**config.mk**
```make
export PLATFORM = sky130hd
export DESIGN_NAME = frame_sequencer
export DESIGN_NICKNAME = d
export VERILOG_FILES = /design/src/rtl/frame_sequencer.sv
export SDC_FILE = /design/constraint.sdc
export NUM_CORES = 1
export LEC_CHECK = 0
export BUFFER_PORTS_ARGS = -buffer_cell sky130_fd_sc_hd__clkbuf_2
export CORE_MARGIN = 1
export CORE_UTILIZATION = 55
export CTS_CLUSTER_SIZE = 30
export DETAILED_ROUTE_END_ITERATION = 16
export PLACE_DENSITY = 0.84
export REMOVE_ABC_BUFFERS = 1
export SYNTH_ARGS = -nofsm -noshare
export SYNTH_HDL_FRONTEND = slang
export SYNTH_SLANG_ARGS = --single-unit
```
**constraint.sdc**
```tcl
create_clock -name clk_i -period 3.8 [get_ports clk_i]
set_input_delay 0.57 -clock clk_i [delete_from_list [all_inputs] [get_ports clk_i]]
set_output_delay 0.57 -clock clk_i [all_outputs]
set_load 0.005 [all_outputs]
```
**src/rtl/frame_sequencer.sv**
```systemverilog
// frame_sequencer: gates the unpacked pixel stream into the Sobel filters one frame at a time,
// tracks output drain and pulses a clear between frames. Define FRAME_SEQ_WATCHDOG_EN for stall abort.
module frame_sequencer #(
    parameter int width_p     = 320,
    parameter int height_p    = 240,
    parameter int out_beats_p = 76800,
    parameter int timeout_p   = 1048576
) (
    input  logic       clk_i,
    input  logic       reset_ni,
    input  logic [2:0] button_i,
    input  logic       valid_i,
    output logic       ready_o,
    output logic       valid_o,
    input  logic       ready_i,
    input  logic       out_valid_i,
    input  logic       out_ready_i,
    output logic [1:0] mode_o,
    output logic       clear_o,
    output logic       frame_active_o,
    output logic [7:0] frame_count_o,
    output logic [7:0] err_count_o
);

    localparam int in_beats_lp  = width_p * height_p;
    localparam int in_cnt_w_lp  = $clog2(in_beats_lp + 1);
    localparam int out_cnt_w_lp = $clog2(out_beats_p + 1);

    localparam logic [in_cnt_w_lp-1:0]  in_last_lp  = in_cnt_w_lp'(in_beats_lp);
    localparam logic [out_cnt_w_lp-1:0] out_last_lp = out_cnt_w_lp'(out_beats_p);

    localparam logic [1:0] IDLE   = 2'd0;
    localparam logic [1:0] STREAM = 2'd1;
    localparam logic [1:0] DRAIN  = 2'd2;
    localparam logic [1:0] CLEAR  = 2'd3;

    if (in_beats_lp < 1 || out_beats_p < 1 || timeout_p < 1) begin : g_param_check
        $error("frame_sequencer: frame size, output beats and timeout must be positive");
    end

    function automatic logic [1:0] decode_mode(input logic [2:0] buttons);
        case (buttons)
            3'b001:  return 2'd1;
            3'b010:  return 2'd2;
            3'b100:  return 2'd3;
            default: return 2'd0;
        endcase
    endfunction

    logic [1:0]              state_q, state_d;
    logic [1:0]              mode_q, mode_d;
    logic [in_cnt_w_lp-1:0]  in_cnt_q, in_cnt_d;
    logic [out_cnt_w_lp-1:0] out_cnt_q, out_cnt_d;
    logic [7:0]              frame_cnt_q, frame_cnt_d;

    logic gate;
    logic in_beat;
    logic out_beat;
    logic frame_active;

    // Handshake gating is purely combinational so the unpacker sees no added latency.
    assign gate         = (state_q == IDLE) || (state_q == STREAM);
    assign ready_o      = ready_i & gate;
    assign valid_o      = valid_i & gate;
    assign in_beat      = valid_i & ready_o;
    assign out_beat     = out_valid_i & out_ready_i;
    assign frame_active = (state_q == STREAM) || (state_q == DRAIN);

`ifdef FRAME_SEQ_WATCHDOG_EN
    localparam int idle_w_lp = $clog2(timeout_p + 1);
    localparam logic [idle_w_lp-1:0] timeout_lp = idle_w_lp'(timeout_p);

    logic [idle_w_lp-1:0] idle_q, idle_d, idle_inc;
    logic [7:0]           err_cnt_q, err_cnt_d;
    logic                 abort_q, abort_d;
    logic                 wd_expire;

    // A beat in the expiry cycle keeps the frame alive.
    always_comb begin
        idle_inc  = idle_q + 1'b1;
        wd_expire = frame_active && !(in_beat || out_beat) && (idle_inc == timeout_lp);
        if (!frame_active || in_beat || out_beat) begin
            idle_d = '0;
        end else begin
            idle_d = idle_inc;
        end
    end

    always_ff @(posedge clk_i or negedge reset_ni) begin
        if (!reset_ni) begin
            idle_q    <= '0;
            err_cnt_q <= '0;
            abort_q   <= 1'b0;
        end else begin
            idle_q    <= idle_d;
            err_cnt_q <= err_cnt_d;
            abort_q   <= abort_d;
        end
    end

    assign err_count_o = err_cnt_q;
`else
    assign err_count_o = '0;
`endif

    // NOTE: every next-state variable takes its current value first, so no path infers a latch.
    always_comb begin
        state_d     = state_q;
        mode_d      = mode_q;
        in_cnt_d    = in_cnt_q;
        out_cnt_d   = out_cnt_q;
        frame_cnt_d = frame_cnt_q;
`ifdef FRAME_SEQ_WATCHDOG_EN
        err_cnt_d   = err_cnt_q;
        abort_d     = abort_q;
`endif

        // Output beats only count while a frame is in flight, saturating at the frame total.
        if (frame_active && out_beat && (out_cnt_q != out_last_lp)) begin
            out_cnt_d = out_cnt_q + 1'b1;
        end

        case (state_q)
            IDLE: begin
                if (in_beat) begin
                    mode_d    = decode_mode(button_i);
                    in_cnt_d  = in_cnt_w_lp'(1);
                    out_cnt_d = '0;
                    state_d   = (in_beats_lp == 1) ? DRAIN : STREAM;
                end
            end
            STREAM: begin
                if (in_beat) begin
                    in_cnt_d = in_cnt_q + 1'b1;
                    if (in_cnt_d == in_last_lp) begin
                        state_d = DRAIN;
                    end
                end
            end
            DRAIN: begin
                if (out_cnt_d == out_last_lp) begin
                    state_d = CLEAR;
                end
            end
            default: begin
                in_cnt_d  = '0;
                out_cnt_d = '0;
                state_d   = IDLE;
`ifdef FRAME_SEQ_WATCHDOG_EN
                abort_d   = 1'b0;
                if (abort_q) begin
                    if (err_cnt_q != 8'hff) begin
                        err_cnt_d = err_cnt_q + 8'd1;
                    end
                end else begin
                    frame_cnt_d = frame_cnt_q + 8'd1;
                end
`else
                frame_cnt_d = frame_cnt_q + 8'd1;
`endif
            end
        endcase

`ifdef FRAME_SEQ_WATCHDOG_EN
        // A frame that completes in the same cycle the timer expires is not counted as an abort.
        if (wd_expire && (state_d != CLEAR)) begin
            state_d = CLEAR;
            abort_d = 1'b1;
        end
`endif
    end

    // NOTE: sequential state uses non-blocking assignments so all registers sample pre-edge values.
    always_ff @(posedge clk_i or negedge reset_ni) begin
        if (!reset_ni) begin
            state_q     <= IDLE;
            mode_q      <= 2'd0;
            in_cnt_q    <= '0;
            out_cnt_q   <= '0;
            frame_cnt_q <= '0;
        end else begin
            state_q     <= state_d;
            mode_q      <= mode_d;
            in_cnt_q    <= in_cnt_d;
            out_cnt_q   <= out_cnt_d;
            frame_cnt_q <= frame_cnt_d;
        end
    end

    assign mode_o         = mode_q;
    assign clear_o        = (state_q == CLEAR);
    assign frame_active_o = frame_active;
    assign frame_count_o  = frame_cnt_q;

endmodule

```
# Word level (Yosys, flattened, before mapping)
# Cells that the tools add are included.
dict set report word_totals {
  input_bits 9
  word_cells 48
  register_bits 46
  out_inout_bits 22
}
dict set report classes {
  reduce_logical 10
  eq_ne 13
  addsub 3
  muxes 12
  n_bitwise 5
}
# cell n
set op_table {}
lappend op_table {{2-to-1 mux 17 bit} 4}
lappend op_table {{one-hot mux 17 bit (3 select lines)} 1}
lappend op_table {{adder 17 x 1 -> 17 bit, second input constant} 2}
lappend op_table {{== test 17 bit, second input constant} 2}
lappend op_table {{one-hot mux 17 bit (2 select lines)} 1}
lappend op_table {{!= test 17 bit, second input constant} 1}
lappend op_table {{one-hot mux 2 bit (3 select lines)} 2}
lappend op_table {{adder 8 x 1 -> 8 bit, second input constant} 1}
lappend op_table {{2-to-1 mux 2 bit} 4}
lappend op_table {{bitwise AND 1 bit} 4}
lappend op_table {{== test 2 bit, second input constant} 2}
lappend op_table {{!= test 2 x 1 -> 1 bit, second input constant} 2}
lappend op_table {{!= test 2 bit, second input constant} 2}
lappend op_table {{AND reduction 4 bit} 1}
lappend op_table {{== test 3 x 1 -> 1 bit, second input constant} 1}
lappend op_table {{== test 3 x 2 -> 1 bit, second input constant} 1}
lappend op_table {{== test 3 bit, second input constant} 1}
lappend op_table {{AND reduction 3 bit} 1}
lappend op_table {{OR reduction 3 bit} 1}
lappend op_table {{== test 2 x 1 -> 1 bit, second input constant} 1}
lappend op_table {{logical AND 1 bit} 2}
lappend op_table {{zero test 2 bit} 1}
lappend op_table {{logical OR 1 bit} 2}
lappend op_table {{AND reduction 2 bit} 1}
lappend op_table {{other kinds (2)} 2}

# Depth between registers and ports, before layout
dict set report logic_depth {
  ltp_word 8
  depth_mapped 10
  ltp_nobuf 10
}

# Worst setup path after synthesis
# No wires, ideal clock.
dict set report synth_timing {
  path_kind {flip-flop to flip-flop}
  start {register state_q[1]}
  end {register state_q[1]}
  n_path_buf 0
  slack_ns 1.103
  arrival_time_ns 2.572
  period_less_slack_ns 2.697
  path_stages_with_launch 11
  required_ns 3.675
  setup_ns 0.125
  path_cell_list {dfrtp_1 > inv_1 > ha_1 > nand4_2 > nor4_4 > nand3_1 > xor2_1 > a211o_1 > o31ai_2 > nand3_2 > mux2_4}
}
dict set report synth_via {
  elab_chain_cells 8
  word_cells_on_any_way 17
  cone_classes {eq/ne (7); mux (2); bitwise (2); reduce/logical (6)}
}
# element line
set synth_lines {}
lappend synth_lines {{from (decl)} 50} ;# logic [1:0] state_q, state_d;
lappend synth_lines {{from (signal assigned)} 182} ;# state_q <= state_d;
lappend synth_lines {{== test 2 x 1 -> 1 bit / == test 2 bit (equally long branches)} 67} ;# assign frame_active = (state_q == STREAM) || (state_q == DRAIN);
lappend synth_lines {{logical OR 1 bit *} 67}
lappend synth_lines {{named net frame_active_o} 20} ;# output logic frame_active_o,
lappend synth_lines {{logical AND 1 bit * (2 in series)} 119} ;# if (frame_active && out_beat && (out_cnt_q != out_last_lp)) begin
lappend synth_lines {{2-to-1 mux 17 bit *} 119}
lappend synth_lines {{== test 17 bit *} 141} ;# if (out_cnt_d == out_last_lp) begin
lappend synth_lines {{!= test 2 x 1 -> 1 bit (no source line) *} --}
lappend synth_lines {{AND reduction 4 bit (no source line) *} --}
# Mark *: on every way through the listed nets, which the timed path passes. The rest lies on a longest branch.
# A chain may end at the register's enable or synchronous reset.

# Final worst setup path
dict set report layout_timing {
  start {register state_q[1]}
  end {register state_q[1]}
}
dict set report layout_via {
  elab_chain_cells 8
  word_cells_on_any_way 17
  cone_classes {eq/ne (7); mux (2); bitwise (2); reduce/logical (6)}
}
# element line
set layout_lines {}
lappend layout_lines {{== test 2 x 1 -> 1 bit / == test 2 bit (equally long branches)} {62, 67, 123}}
lappend layout_lines {{logical OR 1 bit} 67}
lappend layout_lines {{logical AND 1 bit (2 in series)} 119}
lappend layout_lines {{2-to-1 mux 17 bit} 119}
lappend layout_lines {{== test 17 bit} 141}
lappend layout_lines {{!= test 2 x 1 -> 1 bit (no source line)} --}
lappend layout_lines {{AND reduction 4 bit (no source line)} --}
# Several ways; a longest one is shown, not always the timed one.

==> flow_summary.ini <==
[clocking]
cts-hold-fix-buffers = 0
clock_tree.buffer_depth = 2
tritoncts.num_buffers = 5
clock-root-buffer = sky130_fd_sc_hd__clkbuf_8
htree_levels = 2
postCtsSetupRepairBufs = 0
post_cts_resized = 0
cts.reportedPaths.clkPinSlew_ns = 0.08
clock_tree_sinks = 46
worstSkewPairLatency_ns = 0.30
tritoncts = yes

[min_path]
timing.hold.worst.class = in -> async

[synth]
mean_cell_area_of_the_mapped_netlist_um2 = 8.92
ys_types = 57
xor_and_xnor_fraction_of_the_mapped_netlist_area = 0.0745
ys_ff_latch = 46
yosys-mux-area-fraction = 0.0286
yosysWarnings = 0
postSynth.asyncResetShare = 1.00
number_of_flops_mapped_to_enable_cells_by_yosys = 0
yosysSeqAreaShare = 0.376
synth_area_um2 = 3060
synthFlopType = sky130_fd_sc_hd__dfrtp_1
synthSimpleGateAreaFrac = 0.264
synth_fa_ha_area_frac = 0.0409
synth_top_family_by_area = simple AND/OR/NAND/NOR gates
postSynthCellCount = 343
synth-compound-area-share = 0.140

[sta]
layout_setup_ws_ns = 0.759
rsz0062_at_grt = no
hold_viol_final = 0
report.final.setup_viol = 0
slew_headroom = 0.561
hold_slack_ns = 0.143
period_share = 0.800
timing.clock.skew_ns = 0.00769
max_freq_mhz = 329
finalSetupTns_ns = 0
finalMaxSlewViolations = 0
period_minus_slack_ns = 3.04
slew_at_the_pin_closest_to_its_max_slew_limit_ns = 0.658

[drt]
finalWirelength_um = 6130
first_iter_violations = 203
ant_nets = 0
route.detailed.wl_per_inst_um = 14.5
detail_route.vias_per_cell = 5.94
route.vias.total = 2514
drt_drc_violations_left = 0
drtPass1Iterations = 6

[worst_setup_path]
critPathLaunchType = register
worstPathMaxFanout = 8
setup.worst_path.class = reg -> reg
cp-end-kind = register
arrival_ns = 3.23
r2r_cells = 10
critPathRequiredTime_ns = 3.99

[global_route]
antenna_found_initial = 0
grt_pass1_vias = 2266
pin_count_of_the_biggest_net_entering_global_routing = 36
gr-total-overflow = 0
wire_length_of_the_first_global_routing_pass_um = 10600
grt_util_all_layers = 0.227

[die]
design.portCount = 31
die_y_um = 76.6
die_w_um = 76.6
initial_utilization = 0.584
floorplan.die_area_um2 = 5860
core_um2 = 5240
rows = 26

[status]
outcome = completed

[placement]
detailedPlacementHpwl_um = 4350
preCtsSetupSlack_ns = 0.827
placed_area_um2 = 3120
gp_congestion = 0.928
io_buffer_count = 22

[cells_and_area]
num-nets-final = 371
postLayoutCellArea_um2 = 3210
synthToLayoutAreaGrowth_pct = 4.91
n_antenna_cell = 0
layout_cell_share_with_drive_strength_beyond_1 = 0.139
layout.filler_cells = 455

[power_and_ir_drop]
max-vdd-ir-drop_mv = 0.207
p_leak_nw = 1.50
pwr_density_cell_nw_per_um2 = 420

[job]
cap_viol_max_count = 0
-- stage by stage --
| stage | instances | util | power [mW] |
|---|---|---|---|
| final | 423 | 0.613 | 1.35 |
| after global routing | 423 | 0.613 | 1.43 |
| after CTS | 423 | 0.613 | 1.35 |
| after detailed placement | 415 | 0.595 | 1.04 |
| after global placement | 415 | 0.595 | 1.02 |
| after floorplan | 321 | - | 0.936 |
-- kinds of logic after synthesis --
family	count (synthesis)
XOR/XNOR	26
AO/OA/AOI/OAI	65
buffers and inverters	41
adder cells (fa/ha/maj)	10
multiplexers	8
flip-flops	46
AND/OR/NAND/NOR	146
other	1
-- worst paths after layout --
kind                            slack, ns                to        startpoint
max in group asynchronous            2.92     out_cnt_q[16]          reset_ni
worst max register to register       0.76        state_q[1]        state_q[1]
worst min-delay path                 0.14      out_cnt_q[3]          reset_ni
worst min register to register       0.48  frame_count_o[7]  frame_count_o[7]
worst max-delay path                 0.76        state_q[1]        state_q[1]
min in group clk_i                   0.47         mode_o[1]       button_i[0]
-- worst max-delay path: stages (launching register included) --
cell                      delay [ns]
sky130_fd_sc_hd__dfrtp_1        0.49
sky130_fd_sc_hd__inv_1          0.11
sky130_fd_sc_hd__ha_1           0.41
sky130_fd_sc_hd__nand4_2        0.28
sky130_fd_sc_hd__nor4_4         0.40
sky130_fd_sc_hd__nand3_1        0.18
sky130_fd_sc_hd__xor2_1         0.19
sky130_fd_sc_hd__a211o_1        0.24
sky130_fd_sc_hd__o31ai_2        0.20
sky130_fd_sc_hd__nand3_2        0.13
sky130_fd_sc_hd__mux2_4         0.32
-- cells in the mapped netlist, types with 11 or more instances --
| master | count | area (µm²) |
|---|---|---|
| sky130_fd_sc_hd__clkbuf_1 | 11 | 41.3 |
| sky130_fd_sc_hd__o21ai_0 | 18 | 90.1 |
| sky130_fd_sc_hd__a21oi_1 | 12 | 60.1 |
| sky130_fd_sc_hd__nand3_1 | 21 | 105 |
| sky130_fd_sc_hd__buf_4 | 11 | 82.6 |
| sky130_fd_sc_hd__dfrtp_1 | 46 | 1150 |
| sky130_fd_sc_hd__xor2_1 | 11 | 96.3 |
| sky130_fd_sc_hd__nand4_1 | 11 | 68.8 |
| sky130_fd_sc_hd__nand2_1 | 37 | 139 |
| sky130_fd_sc_hd__inv_1 | 12 | 45.0 |
| sky130_fd_sc_hd__xnor2_1 | 15 | 131 |
| sky130_fd_sc_hd__nor2_1 | 31 | 116 |
-- report_power, final --
| group | internal (mW) | leakage [nW] | switching, mW |
|---|---|---|---|
| combinational | 0.162 | 0.895 | 0.216 |
| sequential | 0.549 | 0.559 | 0.111 |
| clock | 0.147 | 0.0482 | 0.162 |
| total | 0.858 | 1.50 | 0.489 |
-- flip-flops by register name (all words and copies together) (netlist names) --
signal         flops
out_cnt_q         17
state_q            2
mode_o             2
frame_count_o      8
in_cnt_q          17
-- layout by cell type (no fill, tap or decap), types with 3 or more instances in the layout --
cell / instances
sky130_fd_sc_hd__xor2_1: 11
sky130_fd_sc_hd__mux2i_1: 5
sky130_fd_sc_hd__nor4_4: 3
sky130_fd_sc_hd__inv_1: 12
sky130_fd_sc_hd__nand4_1: 11
sky130_fd_sc_hd__a21oi_1: 12
sky130_fd_sc_hd__xnor2_1: 15
sky130_fd_sc_hd__nand2_1: 37
sky130_fd_sc_hd__clkbuf_8: 6
sky130_fd_sc_hd__dfrtp_1: 46
sky130_fd_sc_hd__clkbuf_2: 22
sky130_fd_sc_hd__nor2_1: 31
sky130_fd_sc_hd__and3_1: 5
sky130_fd_sc_hd__o21a_1: 4
sky130_fd_sc_hd__nand3_1: 21
sky130_fd_sc_hd__or2_2: 3
sky130_fd_sc_hd__a22o_1: 8
sky130_fd_sc_hd__conb_1: 8
sky130_fd_sc_hd__nor3b_1: 3
sky130_fd_sc_hd__nor4_1: 7
sky130_fd_sc_hd__ha_1: 10
sky130_fd_sc_hd__nor3_1: 10
sky130_fd_sc_hd__o21ai_0: 18
sky130_fd_sc_hd__o31ai_1: 5
-- area by class of cell --
class / instances / area (µm²) / share of cell area
Clock buffer: 7 / 86.3 / 0.0269
Multi-Input combinational cell: 263 / 1710 / 0.532
Sequential cell: 46 / 1150 / 0.359
Timing Repair Buffer: 24 / 125 / 0.0390
Tap cell: 70 / 87.6 / 0.0273
Inverter: 12 / 45.0 / 0.0140
Clock inverter: 1 / 5.00 / 0.00156
-- per-layer routing --
layer	global-route usage	vias to the layer above	part of all wire	routed length [µm]
met5	0	-	0	0
met1	0.316	1182	0.46	2820
met2	0.350	94	0.46	2810
met3	0.0371	18	0.059	360
met4	0.0923	0	0.021	129
li1	-	1220	-	-
No activity file was read; power rests on OpenSTA's default activity.
